[config.mk]
export PLATFORM = sky130hd
export DESIGN_NAME = move_planner_flat
export DESIGN_NICKNAME = d
export VERILOG_FILES = /design/src/rtl/move_cmd_if.sv /design/src/rtl/move_planner.sv /design/src/flat_wrapper.sv
export SDC_FILE = /design/constraint.sdc
export NUM_CORES = 1
export LEC_CHECK = 0
export ABC_CLOCK_PERIOD_IN_PS = 5200
export BUFFER_PORTS_ARGS = -buffer_cell sky130_fd_sc_hd__buf_2
export CORE_ASPECT_RATIO = 1.4
export CORE_UTILIZATION = 54
export CTS_CLUSTER_SIZE = 10
export DETAILED_ROUTE_END_ITERATION = 10
export PLACE_DENSITY = 0.78
export SKIP_CTS_REPAIR_TIMING = 1
export SYNTH_ARGS = -nofsm -noshare
export SYNTH_HDL_FRONTEND = slang
export SYNTH_SLANG_ARGS = --single-unit
[constraint.sdc]
create_clock -name clk -period 5.2 [get_ports clk]
set_input_delay 0.26 -clock clk [delete_from_list [all_inputs] [get_ports clk]]
set_output_delay 0.26 -clock clk [all_outputs]
set_load 0.01 [all_outputs]
[src/rtl/move_cmd_if.sv]
// Command channel from the move planner to the downstream walker.
// The master drives a direction/step command qualified by cmd_valid;
// the slave accepts it by raising cmd_ready in the same cycle.
interface move_cmd_if;
    logic       cmd_valid;
    logic       cmd_ready;
    logic [1:0] dir;
    logic [1:0] steps;

    modport master (output cmd_valid, output dir, output steps, input cmd_ready);
    modport slave  (input cmd_valid, input dir, input steps, output cmd_ready);
endinterface

[src/rtl/move_planner.sv]
// move_planner: walks a tracked (x,y) position on a 16x16 grid toward a
// captured target, one axis at a time, issuing commands of 1..3 steps.
// dir encoding: 00 = +x, 01 = -x, 10 = +y, 11 = -y.
// Build option: define MOVE_PLANNER_Y_FIRST_EN to move along y before x;
// by default x is moved first. Handshake and timing are the same either way.
module move_planner (
    input  logic        clk,
    input  logic        reset,
    input  logic        start,
    input  logic [3:0]  target_x,
    input  logic [3:0]  target_y,
    move_cmd_if.master  cmd,
    output logic        busy,
    output logic        done,
    output logic [3:0]  cur_x,
    output logic [3:0]  cur_y
);

`ifdef MOVE_PLANNER_Y_FIRST_EN
    localparam logic Y_FIRST = 1'b1;
`else
    localparam logic Y_FIRST = 1'b0;
`endif

    typedef enum logic [1:0] {IDLE, MOVE_A, MOVE_B, DONE} state_t;

    state_t state, state_nx;

    logic [3:0]        tgt_x, tgt_y;
    logic              in_move;
    logic              axis_y;
    logic [3:0]        pos_axis, tgt_axis;
    logic signed [4:0] gap;
    logic [4:0]        gap_mag;
    logic              accept;
    logic              closes;
    logic [3:0]        step_ext;

    // Magnitude of a signed axis gap (range -15..15).
    function automatic logic [4:0] abs_gap(input logic signed [4:0] g);
        logic signed [4:0] neg;
        neg = -g;
        return g[4] ? $unsigned(neg) : $unsigned(g);
    endfunction

    // Step count saturates at 3; never exceeds the remaining gap.
    function automatic logic [1:0] sat_steps(input logic [4:0] mag);
        return (mag > 5'd3) ? 2'd3 : mag[1:0];
    endfunction

    // Active axis, remaining gap and the command presented to the walker.
    always_comb begin
        in_move  = (state == MOVE_A) || (state == MOVE_B);
        axis_y   = (state == MOVE_A) ? Y_FIRST : ~Y_FIRST;
        pos_axis = axis_y ? cur_y : cur_x;
        tgt_axis = axis_y ? tgt_y : tgt_x;
        gap      = $signed({1'b0, tgt_axis}) - $signed({1'b0, pos_axis});
        gap_mag  = abs_gap(gap);

        cmd.cmd_valid = in_move && (gap != 5'sd0);
        cmd.dir       = cmd.cmd_valid ? {axis_y, gap[4]} : 2'b00;
        cmd.steps     = cmd.cmd_valid ? sat_steps(gap_mag) : 2'b00;

        accept   = cmd.cmd_valid && cmd.cmd_ready;
        // Axis finished: either already there (one-cycle bubble) or the
        // accepted command covers exactly the remaining gap.
        closes   = (gap == 5'sd0) || (accept && ({3'b000, cmd.steps} == gap_mag));
        step_ext = {2'b00, cmd.steps};
    end

    // Next-state logic and status outputs.
    always_comb begin
        state_nx = state;
        busy     = in_move;
        done     = (state == DONE);
        case (state)
            IDLE:    if (start)  state_nx = MOVE_A;
            MOVE_A:  if (closes) state_nx = MOVE_B;
            MOVE_B:  if (closes) state_nx = DONE;
            DONE:                state_nx = IDLE;
            default:             state_nx = IDLE;
        endcase
    end

    // State register.
    always_ff @(posedge clk or posedge reset) begin
        if (reset) state <= IDLE;
        else       state <= state_nx;
    end

    // Target capture in IDLE and position update on each accepted command.
    always_ff @(posedge clk or posedge reset) begin
        if (reset) begin
            tgt_x <= 4'd0;
            tgt_y <= 4'd0;
            cur_x <= 4'd0;
            cur_y <= 4'd0;
        end else begin
            if (state == IDLE && start) begin
                tgt_x <= target_x;
                tgt_y <= target_y;
            end
            if (accept) begin
                if (axis_y) cur_y <= gap[4] ? cur_y - step_ext : cur_y + step_ext;
                else        cur_x <= gap[4] ? cur_x - step_ext : cur_x + step_ext;
            end
        end
    end

endmodule

[src/flat_wrapper.sv]
// flat-port wrapper written by rule: the top's interface ports become plain ports
module move_planner_flat 
  (clk, reset, start, target_x, target_y, busy, done, cur_x, cur_y, cmd_cmd_valid, cmd_dir, cmd_steps, cmd_cmd_ready);
  move_cmd_if cmd_i ();
  input  logic clk;
  input  logic reset;
  input  logic start;
  input  logic [3:0] target_x;
  input  logic [3:0] target_y;
  output logic busy;
  output logic done;
  output logic [3:0] cur_x;
  output logic [3:0] cur_y;
  output wire logic [$bits(cmd_i.cmd_valid)-1:0] cmd_cmd_valid;
  output wire logic [$bits(cmd_i.dir)-1:0] cmd_dir;
  output wire logic [$bits(cmd_i.steps)-1:0] cmd_steps;
  input wire logic [$bits(cmd_i.cmd_ready)-1:0] cmd_cmd_ready;
  assign cmd_cmd_valid = cmd_i.cmd_valid;
  assign cmd_dir = cmd_i.dir;
  assign cmd_steps = cmd_i.steps;
  assign cmd_i.cmd_ready = cmd_cmd_ready;
  move_planner u_core (.clk(clk), .reset(reset), .start(start), .target_x(target_x), .target_y(target_y), .cmd(cmd_i), .busy(busy), .done(done), .cur_x(cur_x), .cur_y(cur_y));
endmodule
==> impl_metrics.yaml <==
sta:
  min_period_over_period_pct: 93.9
  fin_crit_ns: 4.88
  finalHoldViolations: 0
  slew_viol_final: 0
  finalSetupViolCount: 0
  slew_headroom_pct: 53.4
  clock.fmax_mhz: 205
  finClkSkew_ns: 0.00171
  fin_setup_tns_ns: 0
  rsz0062_at_grt: "no"
  tightest_slew_ns: 0.698
worst_setup_path:
  crit_path_max_fanout: 11
  reg2reg_to: "u_core.cur_y[3]"
  start_kind: "register"
  reg2reg_depth: 21
  cp_data_required_time_ns: 5.43
  crit_type: "reg -> reg"
  end_kind: "register"
  timing.rr.start: "u_core.state[1]"
  cp-startpoint: "u_core.state[1]"
  crit_end: "u_core.cur_y[3]"
  worst_ep_arrival_time_ns: 5.12
  rrSetupSlack_ns: 0.32
cells_and_area:
  mostFrequentLayoutCell: "buf_2"
  mostFrequentLayoutCells: "buf_2 (26), inv_1 (18), dfrtp_1 (18)"
  multi_input_area_um2: 860
  nFillCells: 196
  antenna_cells: 0
  final_nets: 201
  syn_to_final_growth_pct: 15.9
  drive_gt1_share_pct: 28.1
  seq_area_um2: 450
drt:
  drt_pass1_iterations: 4
  drtIter0Drc: 29
  viasPerCell: 5.33
  wl_per_cell_um: 14.2
  totalWireLength_mm: 2.85
  num_vias: 1072
  drc_errors: 0
  postRouteAntennaNets: 0
synth:
  synth-seq-area-share_pct: 32.9
  synth_cells: 138
  synthFlopType: "dfrtp_1"
  async_reset_ff_share_pct: 100
  synth_fp_nets: 171
  syn-cell-area_um2: 1370
  syn_area_per_cell_um2: 9.92
  synth-edff-count: 0
  ys.warnings.count: 0
  synth.distinct_cells: 29
  ys_seq_elements: 18
floorplan:
  num_rows: 21
  die_w_um: 44.6
  ioPinCount: 27
  core_um2: 2390
  die_h_um: 61.6
  dieArea_um2: 2740
  initial_core_util_pct: 57.2
placed_design:
  gp_congestion: 0.839
  hpwl_mm: 2.27
  io_buffer_count: 26
cts:
  cts.path.max_buffers: 2
  cts_root_buf: "clkbuf_4"
  clk_pin_slew_ns: 0.10
  tritoncts: "done"
  cts-buffers-inserted: 3
  clock-sinks: 18
  clkLatencyLatePin_ns: 0.30
  h-tree-depth: 1
global_route:
  overflow: 0
  grt_pass1_vias: 1038
  antenna_found_initial: 0
  grt_max_degree: 19
  grt_pass1_wl_mm: 4.46
  grt_usage_pct: 22.6
run_status:
  outcome: "completed"
job:
  maxCapViolations: 0
hold_path:
  hold_class: "in -> async"
cell type report:
type,instances,area share (%)
Inverter,18,4.26
Sequential cell,18,28.4
Multi-Input combinational cell,101,54.2
Timing Repair Buffer,26,8.20
Tap cell,34,2.68
Clock buffer,4,2.29
worst max-delay path, cell delays in order, from the launching register on:
cell and delay [ns]:
dfrtp_1 0.43, inv_1 0.14, ha_2 0.37, mux2i_1 0.23
ha_1 0.21, fa_1 0.46, ha_1 0.26, or2_1 0.24
a2111o_1 0.46, nand2_1 0.13, a21oi_2 0.11, inv_1 0.07
ha_1 0.22, nand2_1 0.06, o21ai_0 0.24, inv_1 0.17
ha_1 0.24, a21o_1 0.16, a21oi_1 0.17, xnor2_1 0.09
nor3_1 0.18, xor2_1 0.17
worst min path at each step:
stage | from | to | slack [ns] | cells past startpoint
after CTS | reset | u_core.cur_y[0] | 0.08 | 2
after global routing | reset | u_core.tgt_x[2] | 0.13 | 2
final | reset | u_core.tgt_y[2] | 0.05 | 2
after detailed placement | reset | u_core.tgt_x[2] | 0.41 | 2
after floorplan | reset | u_core.cur_x[0] | 0.20 | 1
after global placement | reset | u_core.tgt_y[3] | 0.40 | 2
registers in the layout (all words and copies together), names as in the netlist:
| signal | cells |
|---|---|
| u_core.cur_x | 4 |
| u_core.cur_y | 4 |
| u_core.state | 2 |
| u_core.tgt_x | 4 |
| u_core.tgt_y | 4 |
cells in the mapped netlist (all sizes together), types with 2 or more instances:
cell type	instances	share of area (%)
a21o	3	1.6
a21oi	8	3.2
dfrtp	18	33
fa	3	4.4
ha	18	16
inv	18	4.9
mux2	12	10
mux2i	7	5.1
nand2	13	3.6
nand3	2	0.73
nor2	7	1.9
o21ai	9	3.3
xnor2	3	1.9
xor2	4	2.6
cells by family (layout without fill, tap and decap cells):
kind of cell / Yosys count / count (layout) / share of synthesized area [%]
buf+inv: 19 / 48 / 5.21
flops: 18 / 18 / 32.9
fa+ha+maj: 21 / 21 / 20.8
simple gates: 29 / 29 / 9.69
mux: 19 / 19 / 15.3
compound gates: 25 / 25 / 11.6
xor+xnor: 7 / 7 / 4.48
stage by stage:
stage / std cells / hold WS, ns / setup WS [ns] / cell area, um^2 / util, %
global route: 201 / 0.127 / 0.0151 / 1590 / 66.4
CTS: 201 / 0.0773 / 0.0908 / 1570 / 65.8
finish: 201 / 0.0479 / 0.316 / 1590 / 66.4
global placement: 197 / 0.405 / 0.346 / 1540 / 64.3
detailed placement: 197 / 0.412 / 0.133 / 1540 / 64.3
floorplan: 138 / 0.199 / 0.597 / 1370 / -
metal layers:
metal  part of all wire [%]  up-vias  wire length (um)  GRT usage (%)
met5                      0        -                 0              0
met4                    1.6        0                45           11.3
met3                    3.5        5               101           2.64
met2                     54       26              1530           40.5
li1                       -      529                 -              -
met1                     41      512              1180           26.4
Power is not shown: default switching activity piles up to over one toggle a cycle in this logic, so the estimate is an artifact.
